`config.mk`:
```
export PLATFORM = sky130hd
export DESIGN_NAME = button_event_ctrl
export DESIGN_NICKNAME = d
export VERILOG_FILES = /design/src/rtl/button_event_pkg.sv /design/src/rtl/event_fifo.sv /design/src/rtl/button_event_ctrl.sv
export SDC_FILE = /design/constraint.sdc
export NUM_CORES = 1
export LEC_CHECK = 0
export ABC_AREA = 1
export CAP_MARGIN = 20
export CORE_ASPECT_RATIO = 0.8
export CORE_UTILIZATION = 69
export CTS_CLUSTER_DIAMETER = 100
export DETAILED_ROUTE_END_ITERATION = 10
export HOLD_SLACK_MARGIN = 0.1
export PLACE_DENSITY = 0.86
export SETUP_SLACK_MARGIN = 0.5
export SYNTH_ARGS = -nofsm -noshare
export SYNTH_HDL_FRONTEND = slang
export SYNTH_SLANG_ARGS = --single-unit
```
`constraint.sdc`:
```
create_clock -name clk -period 6.05 [get_ports clk]
set_input_delay 1.21 -clock clk [delete_from_list [all_inputs] [get_ports clk]]
set_output_delay 1.21 -clock clk [all_outputs]
set_load 0.01 [all_outputs]
```
`src/rtl/button_event_pkg.sv`:
```
// Shared types for the button event controller: event kinds, per-button
// hold states and the packed {id, type} word stored in the event FIFO.
package button_event_pkg;

  // Event kinds as seen by the consumer on evt_type
  typedef enum logic [1:0] {
    PRESS   = 2'd0,
    LONG    = 2'd1,
    REPEAT  = 2'd2,
    RELEASE = 2'd3
  } evt_type_t;

  // Per-button hold-timer states
  typedef enum logic [1:0] {
    IDLE    = 2'd0,
    PRESSED = 2'd1,
    HELD    = 2'd2
  } btn_state_t;

  // Wide enough for the largest supported button count (16)
  localparam int EVT_ID_W = 4;

  typedef struct packed {
    logic [EVT_ID_W-1:0] id;
    evt_type_t           etype;
  } evt_t;

  function automatic int max_count(input int a, input int b);
    return (a > b) ? a : b;
  endfunction

  // Hold counter must be able to reach the larger of the two terminal counts
  function automatic int counter_width(input int long_counts, input int repeat_counts);
    return $clog2(max_count(long_counts, repeat_counts) + 1);
  endfunction

endpackage

```
`src/rtl/event_fifo.sv`:
```
// Synchronous FIFO of button events. No bypass: a write into an empty FIFO
// becomes visible on the next cycle. A write while full is taken only when a
// pop happens in the same cycle.
module event_fifo
  import button_event_pkg::*;
#(
  parameter int DEPTH = 4
) (
  input  logic                   clk,
  input  logic                   rst_n,
  input  logic                   push,
  input  evt_t                   push_data,
  output logic                   full,
  input  logic                   pop,
  output evt_t                   pop_data,
  output logic                   empty,
  output logic [$clog2(DEPTH):0] count
);

  localparam int AW = $clog2(DEPTH);

  evt_t         mem [DEPTH];
  logic [AW:0]  wr_ptr;
  logic [AW:0]  rd_ptr;
  logic         do_push;
  logic         do_pop;

  // Extra pointer bit distinguishes full from empty when the indices match
  assign empty   = (wr_ptr == rd_ptr);
  assign full    = (wr_ptr[AW] != rd_ptr[AW]) && (wr_ptr[AW-1:0] == rd_ptr[AW-1:0]);
  assign count   = wr_ptr - rd_ptr;
  assign do_pop  = pop & ~empty;
  assign do_push = push & (~full | do_pop);

  // Head reads as zero while empty so the outputs match their reset values
  assign pop_data = empty ? evt_t'('0) : mem[rd_ptr[AW-1:0]];

  // Storage array, written at the tail
  always_ff @(posedge clk) begin
    if (do_push) begin
      mem[wr_ptr[AW-1:0]] <= push_data;
    end
  end

  // Read and write pointers
  always_ff @(posedge clk or negedge rst_n) begin
    if (!rst_n) begin
      wr_ptr <= '0;
      rd_ptr <= '0;
    end else begin
      if (do_push) begin
        wr_ptr <= wr_ptr + (AW+1)'(1);
      end
      if (do_pop) begin
        rd_ptr <= rd_ptr + (AW+1)'(1);
      end
    end
  end

endmodule

```
`src/rtl/button_event_ctrl.sv`:
```
// Converts debounced button levels into PRESS / LONG / REPEAT / RELEASE
// events. Each button runs its own hold-timer FSM and owns a one-entry pending
// slot; a round-robin arbiter moves pending slots into a shared event FIFO
// which the consumer drains through a valid/ready port.
module button_event_ctrl
  import button_event_pkg::*;
#(
  parameter int NUM_BUTTONS   = 4,
  parameter int LONG_COUNTS   = 50_000_000,
  parameter int REPEAT_COUNTS = 10_000_000,
  parameter int FIFO_DEPTH    = 4
) (
  input  logic                           clk,
  input  logic                           rst_n,
  input  logic [NUM_BUTTONS-1:0]         btn_level,
  output logic                           evt_valid,
  input  logic                           evt_ready,
  output logic [$clog2(NUM_BUTTONS)-1:0] evt_id,
  output logic [1:0]                     evt_type,
  output logic                           overflow,
  input  logic                           ovf_clear
);

  localparam int ID_W    = $clog2(NUM_BUTTONS);
  localparam int CNT_W   = counter_width(LONG_COUNTS, REPEAT_COUNTS);
  localparam int FCNT_W  = $clog2(FIFO_DEPTH) + 1;
  localparam bit REPEAT_EN = (REPEAT_COUNTS != 0);
  localparam logic [CNT_W-1:0] LONG_TC   = CNT_W'(LONG_COUNTS - 1);
  localparam logic [CNT_W-1:0] REPEAT_TC = REPEAT_EN ? CNT_W'(REPEAT_COUNTS - 1) : '0;
  localparam logic [CNT_W-1:0] CNT_MAX   = '1;

  logic                         armed;
  logic [NUM_BUTTONS-1:0]       slot_valid;
  logic [NUM_BUTTONS-1:0][1:0]  slot_type_vec;
  logic [NUM_BUTTONS-1:0]       drop;
  logic [NUM_BUTTONS-1:0]       grant;
  logic [ID_W-1:0]              grant_idx;
  logic                         grant_found;
  logic [ID_W-1:0]              rr_ptr;

  logic                         can_write;
  logic                         fifo_pop;
  logic                         fifo_full;
  logic                         fifo_empty;
  logic [FCNT_W-1:0]            fifo_count;
  evt_t                         push_data;
  evt_t                         head;

  // First cycle after reset only loads prev, so a button held through reset
  // is seen as already high and produces no PRESS
  always_ff @(posedge clk or negedge rst_n) begin
    if (!rst_n) begin
      armed <= 1'b0;
    end else begin
      armed <= 1'b1;
    end
  end

  for (genvar i = 0; i < NUM_BUTTONS; i++) begin : g_btn
    btn_state_t        state;
    btn_state_t        state_nx;
    logic [CNT_W-1:0]  cnt;
    logic [CNT_W-1:0]  cnt_nx;
    logic              prev;
    logic              raise;
    evt_type_t         raise_kind;
    logic              sv;
    evt_type_t         st;

    // Previous level for rising-edge detection
    always_ff @(posedge clk or negedge rst_n) begin
      if (!rst_n) begin
        prev <= 1'b0;
      end else begin
        prev <= btn_level[i];
      end
    end

    // Hold-timer state register
    always_ff @(posedge clk or negedge rst_n) begin
      if (!rst_n) begin
        state <= IDLE;
        cnt   <= '0;
      end else begin
        state <= state_nx;
        cnt   <= cnt_nx;
      end
    end

    // Next state and raised event; a release always beats a terminal count
    always_comb begin
      state_nx   = state;
      cnt_nx     = cnt;
      raise      = 1'b0;
      raise_kind = PRESS;
      if (armed) begin
        case (state)
          IDLE: begin
            if (btn_level[i] && !prev) begin
              state_nx   = PRESSED;
              cnt_nx     = '0;
              raise      = 1'b1;
              raise_kind = PRESS;
            end
          end
          PRESSED: begin
            if (!btn_level[i]) begin
              state_nx   = IDLE;
              cnt_nx     = '0;
              raise      = 1'b1;
              raise_kind = RELEASE;
            end else if (cnt == LONG_TC) begin
              state_nx   = HELD;
              cnt_nx     = '0;
              raise      = 1'b1;
              raise_kind = LONG;
            end else begin
              cnt_nx = cnt + CNT_W'(1);
            end
          end
          HELD: begin
            if (!btn_level[i]) begin
              state_nx   = IDLE;
              cnt_nx     = '0;
              raise      = 1'b1;
              raise_kind = RELEASE;
            end else if (REPEAT_EN && (cnt == REPEAT_TC)) begin
              cnt_nx     = '0;
              raise      = 1'b1;
              raise_kind = REPEAT;
            end else if (cnt != CNT_MAX) begin
              cnt_nx = cnt + CNT_W'(1);
            end
          end
          default: begin
            state_nx = IDLE;
            cnt_nx   = '0;
          end
        endcase
      end
    end

    // Pending slot: a slot granted this cycle may be refilled without loss,
    // otherwise a new event into a full slot is dropped and the old one kept
    always_ff @(posedge clk or negedge rst_n) begin
      if (!rst_n) begin
        sv <= 1'b0;
        st <= PRESS;
      end else if (raise && (!sv || grant[i])) begin
        sv <= 1'b1;
        st <= raise_kind;
      end else if (grant[i]) begin
        sv <= 1'b0;
      end
    end

    assign drop[i]          = raise & sv & ~grant[i];
    assign slot_valid[i]    = sv;
    assign slot_type_vec[i] = st;
  end

  assign fifo_pop  = evt_ready & ~fifo_empty;
  assign can_write = ~fifo_full | fifo_pop;

  // Round-robin search starting at rr_ptr for the first pending slot
  always_comb begin
    logic [ID_W:0] idx;
    grant       = '0;
    grant_idx   = '0;
    grant_found = 1'b0;
    idx         = '0;
    if (can_write) begin
      for (int off = 0; off < NUM_BUTTONS; off++) begin
        idx = {1'b0, rr_ptr} + (ID_W+1)'(off);
        if (idx >= (ID_W+1)'(NUM_BUTTONS)) begin
          idx = idx - (ID_W+1)'(NUM_BUTTONS);
        end
        if (!grant_found && slot_valid[idx[ID_W-1:0]]) begin
          grant_found = 1'b1;
          grant_idx   = idx[ID_W-1:0];
        end
      end
    end
    if (grant_found) begin
      grant[grant_idx] = 1'b1;
    end
  end

  // Pointer moves to the index after the last grant
  always_ff @(posedge clk or negedge rst_n) begin
    if (!rst_n) begin
      rr_ptr <= '0;
    end else if (grant_found) begin
      rr_ptr <= (grant_idx == ID_W'(NUM_BUTTONS - 1)) ? '0 : grant_idx + ID_W'(1);
    end
  end

  assign push_data.id    = EVT_ID_W'(grant_idx);
  assign push_data.etype = evt_type_t'(slot_type_vec[grant_idx]);

  event_fifo #(
    .DEPTH (FIFO_DEPTH)
  ) u_fifo (
    .clk       (clk),
    .rst_n     (rst_n),
    .push      (grant_found),
    .push_data (push_data),
    .full      (fifo_full),
    .pop       (fifo_pop),
    .pop_data  (head),
    .empty     (fifo_empty),
    .count     (fifo_count)
  );

  assign evt_valid = (fifo_count != '0);
  assign evt_id    = ID_W'(head.id);
  assign evt_type  = head.etype;

  // Sticky drop flag; a drop in the same cycle as a clear keeps it set
  always_ff @(posedge clk or negedge rst_n) begin
    if (!rst_n) begin
      overflow <= 1'b0;
    end else if (|drop) begin
      overflow <= 1'b1;
    end else if (ovf_clear) begin
      overflow <= 1'b0;
    end
  end

endmodule
```
# After elaboration in Yosys (flattened, before gate mapping)
# Memories as Yosys holds them, arrays and structs flattened.
# Index checks and enable logic that the tools add are counted.
# W data, S select, Z words.
# classes
n_bitwise	19
muxes	148
add_sub_neg	15
order_cmp	10
n_eq_ne	40
n_reduce_logical	47
# ops
cell	count
$mux W26	24
$pmux W26 S3	4
$add A26 B1 Y26 const B	4
$eq A26 B24 Y1 const B	4
$eq A26 B26 Y1 const B	4
$ne A26 B26 Y1 const B	4
$mux W2	47
$mux W1	53
$pmux W2 S3	4
$ne A2 B2 Y1 const B	8
$ne A4 B4 Y1 const B	4
$pmux W2 S2	4
$reduce_and A4 Y1	4
$lt A2 B3 Y1 const B	5
$logic_and A1 B1 Y1	13
$ne A3 B3 Y1 const B	4
$pmux W1 S3	4
$reduce_and A3 Y1	4
$and A1 B1 Y1	11
$logic_not A1 Y1	11
$eq A2 B2 Y1 const B	5
$reduce_bool A2 Y1	5
$ge A3 B3 Y1 const B	3
$bmux W1 S2	4
21 further kinds	42
# totals
ram_bits	16
in_bits	8
elab_cells	305
out_inout_bits	6
regBits	138
n_memories	1
# mem_list
name	words	width	read_ports	rd_ports_with_merged_regs	write_ports	line	rtl
u_fifo.mem	4	4	1	0	1	event_fifo.sv:22	evt_t mem [DEPTH];

# Depth between registers and ports, before layout
# logic_depth
ltp_word	30
ltp_mapped	20
ltp_nobuf	19

# Hierarchy
# A second synthesis with hierarchy kept.
# hier_totals
cells_unflattened	1643
hier_area_um2	11344.6
# by_module_without_submodules
mod	instances	cells_per_inst	seq_area_each_um2	area_per_inst_um2
button_event_ctrl	1	1510	3303.2	9914.5
event_fifo	1	133	870.8	1430.1

# Worst setup path before layout
# No wires, ideal clock.
# synth_path
kind	flip-flop to output port
start	register u_fifo.wr_ptr[0]
end	output port evt_valid
t_arrival_ps	1446
required_ps	4840
path_slack_ps	3394
n_path_buf	0
stages_incl_launch_ff	7
cell_sequence	dfrtp_1 -> inv_1 -> ha_1 -> inv_1 -> fa_1 -> or2_2 -> nand4_1
# synth_via
elab_chain_cells	2
# synth_lines
element	line	rtl
start: declaration	event_fifo.sv:23	logic [AW:0] wr_ptr;
start signal: assignment	event_fifo.sv:52	wr_ptr <= wr_ptr + (AW+1)'(1);
$sub A3 B3 Y3	event_fifo.sv:31	assign count = wr_ptr - rd_ptr;
$reduce_bool A3 Y1	button_event_ctrl.sv:215	assign evt_valid = (fifo_count != '0);
end: declaration	button_event_ctrl.sv:16	output logic evt_valid,
# No other way between the ends.

# Worst setup path after layout
# layout_path
start	register u_fifo.rd_ptr[0]
end	output port evt_valid
# layout_via
elab_chain_cells	2
# layout_lines
element	line	rtl
start: declaration	event_fifo.sv:24	logic [AW:0] rd_ptr;
start signal: assignment	event_fifo.sv:55	rd_ptr <= rd_ptr + (AW+1)'(1);
$sub A3 B3 Y3	event_fifo.sv:31	
$reduce_bool A3 Y1	button_event_ctrl.sv:215	
# No other way between the ends.

==> flow_summary.toml <==
[final_layout]
nNetsFinal = 1557
final_cell_area_sq_um = 11300
diodes = 0
final_common_cell = "nand2_1"
fillers = 1148
mostFrequentLayoutCells = "nand2_1, nor2_1, inv_1, nand3_1, dfrtp_1"
utilization_pct = 75.3
finalNonFillerCells = 1719
drive_above_1_share_pct = 7.19
area_delta_synth_final_pct = 6.70

[global_routing]
gr-total-overflow = 0
grt_pass1_vias = 9338
grt_pass1_wl_um = 43200
antenna_found_initial = 0
grtUsageTotal_pct = 33.9
grt_max_degree = 94

[clock_tree]
cts_buffers = 17
root_buffer = "clkbuf_16"
cts.sinks = 154
clk-insertion-delay-late_ns = 0.44
cts_setup_buffers = 0
cts_resized = 0
cts_tree = "done"
htreeDepth = 4
clk_path_buf_depth = 2
clk_pin_slew_ns = 0.06
cts_hold_buf = 0

[floorplanning]
fp.dieW_um = 141
core_area_sq_um = 15000
initial_core_util_pct = 70.6
num_rows = 40
die_height_um = 113
pin_count = 14
die_area_sq_um = 15900

[sta]
min_period_over_period_pct = 62.4
rsz0062_at_grt = "false"
fmax_mhz = 265
timing_hold_violations_final = 0
post-route-min-period_ns = 3.77
tightest_slew_ns = 0.858
hold_ws_ns = 0.485
fin_setup_tns_ns = 0
setup_viol = 0
relSlewSlack_pct = 42.8
slew_violations = 0
finClkSkew_ns = 0.0122

[detailed_routing]
drt-total-wl_um = 25100
drc = 0
viasPerCell = 5.82
wire_per_inst_um = 14.6
drt_iter0_drc = 1111
drtAntennaViolNets = 0
vias = 9999
drt_first_pass_iters = 5

[job]
drv_cap = 0

[logic_synthesis]
synth-simple-area-share_pct = 39.2
synth.cell_area_sq_um = 10600
synth_top_area_share_pct = 32.6
synth_top_family_by_area = "simple AND/OR/NAND/NOR gates"
syn-num-nets = 1559
ys_ff_latch = 154
synth_compound_area_share_pct = 8.36
synthTopCellsByArea = "dfrtp_1, nand2_1, nor2_1"
synth.distinct_cells = 55
synth_ff_type = "dfrtp_1"
synthXorXnorAreaFrac_pct = 2.40
yosys_warnings = 0
synthesis.instances = 1519
synthMuxAreaShare_pct = 0
ys_async_sr_fraction_pct = 89.6
synthAdderAreaFrac_pct = 3.85
ys_seq_area_share_pct = 37.1
avgSynthCellArea_sq_um = 6.98
synth_edf_count = 16
yosys.area.top_type = "dfrtp_1"

[placement]
routabilityCongestion = 0.967
port_buffers = 13
dpl_cell_area_sq_um = 10800
hpwl_um = 18100
post-place-cells = 1687

[setup_path]
critical_path_class = "reg2out"
crit_fanout = 11
worst_ep_required_time_ns = 4.84
cp-end-kind = "output port"
cp.arrival_ns = 2.56
start_kind = "register"

[min_path]
min_path_type = "reg2reg"

[power_and_ir_drop]
power_density_nw_per_um2 = 375
p_leak_uw = 0.00519
vdd_drop_max_mv = 0.290

[run_status]
status = "complete, no violations"
per-layer routing:
metal  wire length [um]  track usage, %  up-vias
met5                  0               0        -
met4                410            11.2        0
met1              11200            45.9     4673
li1                   -               -     4925
met2              11700            55.1      361
met3               1770            6.52       40
stage by stage:
stage          worst slack, ns  power (uW)
2_1_floorplan             3.39        2760
3_3_place_gp              2.39        3160
3_5_place_dp              2.25        3230
4_1_cts                   2.29        4240
5_1_grt                   2.12        4550
6_report                  2.28        4240
worst max-delay path: stages, from the launching register on:
cell	delay, ns
dfrtp_1	0.56
ha_1	0.21
inv_1	0.05
fa_1	0.37
or2_2	0.31
nand4_1	0.09
clkdlybuf4s50_1	0.54
final cells by class:
type / count / area, sq um / share of cell area (%)
clock buffer: 18 / 429 / 3.79
clock inverter: 14 / 118 / 1.04
inverter: 196 / 738 / 6.53
multi-input combinational: 1133 / 5710 / 50.5
sequential: 154 / 3930 / 34.8
tap: 189 / 236 / 2.09
timing repair buffer: 15 / 146 / 1.29
Yosys cell counts, drive strengths merged, types with 4 or more instances:
cell,number
nand2,413
nor2,232
nor4,10
o21ai,84
nand3b,4
edfxtp,16
or2,6
nand4,58
o21bai,5
inv,195
nand3,151
xor2,25
xnor2,4
dfrtp,138
a21boi,6
ha,31
buf,23
a21oi,46
nor3,38
clkbuf,13
final timing paths:
path | startpoint | to | slack (ns) | cells past startpoint
setup / recovery | u_fifo.rd_ptr[0] | evt_valid | 2.28 | 6
hold / removal | g_btn[0].st[1] | g_btn[0].st[1] | 0.49 | 2
setup reg to reg | u_fifo.rd_ptr[1] | overflow | 3.21 | 15
hold reg to reg | g_btn[0].st[1] | g_btn[0].st[1] | 0.49 | 2
max in group asynchronous | rst_n | g_btn[1].prev | 4.09 | 2
min in group asynchronous | rst_n | g_btn[2].cnt[0] | 0.86 | 1
logic make-up (layout without fill, tap and decap cells):
group / Yosys count / count (layout)
AO/OA/AOI/OAI: 157 / 157
XOR/XNOR: 29 / 29
adder cells (fa/ha/maj): 32 / 32
buffers and inverters: 232 / 243
flip-flops: 154 / 154
other: 1 / 1
AND/OR/NAND/NOR: 914 / 914
registers in the layout, indices dropped and copies added, names as in the netlist:
signal and cells:
g_btn.cnt 104, u_fifo.mem 16, g_btn.st 8, g_btn.state 8
g_btn.prev 4, g_btn.sv 4, u_fifo.rd_ptr 3, u_fifo.wr_ptr 3
rr_ptr 2, armed 1, overflow 1
power breakdown:
part,internal (uW),leakage (uW),switching [uW],total [uW]
Combinational,553,0.00290,1250,1800
Clock,533,0.000265,466,999
Sequential,1310,0.00202,129,1440
(Power assumes the default switching activity.)
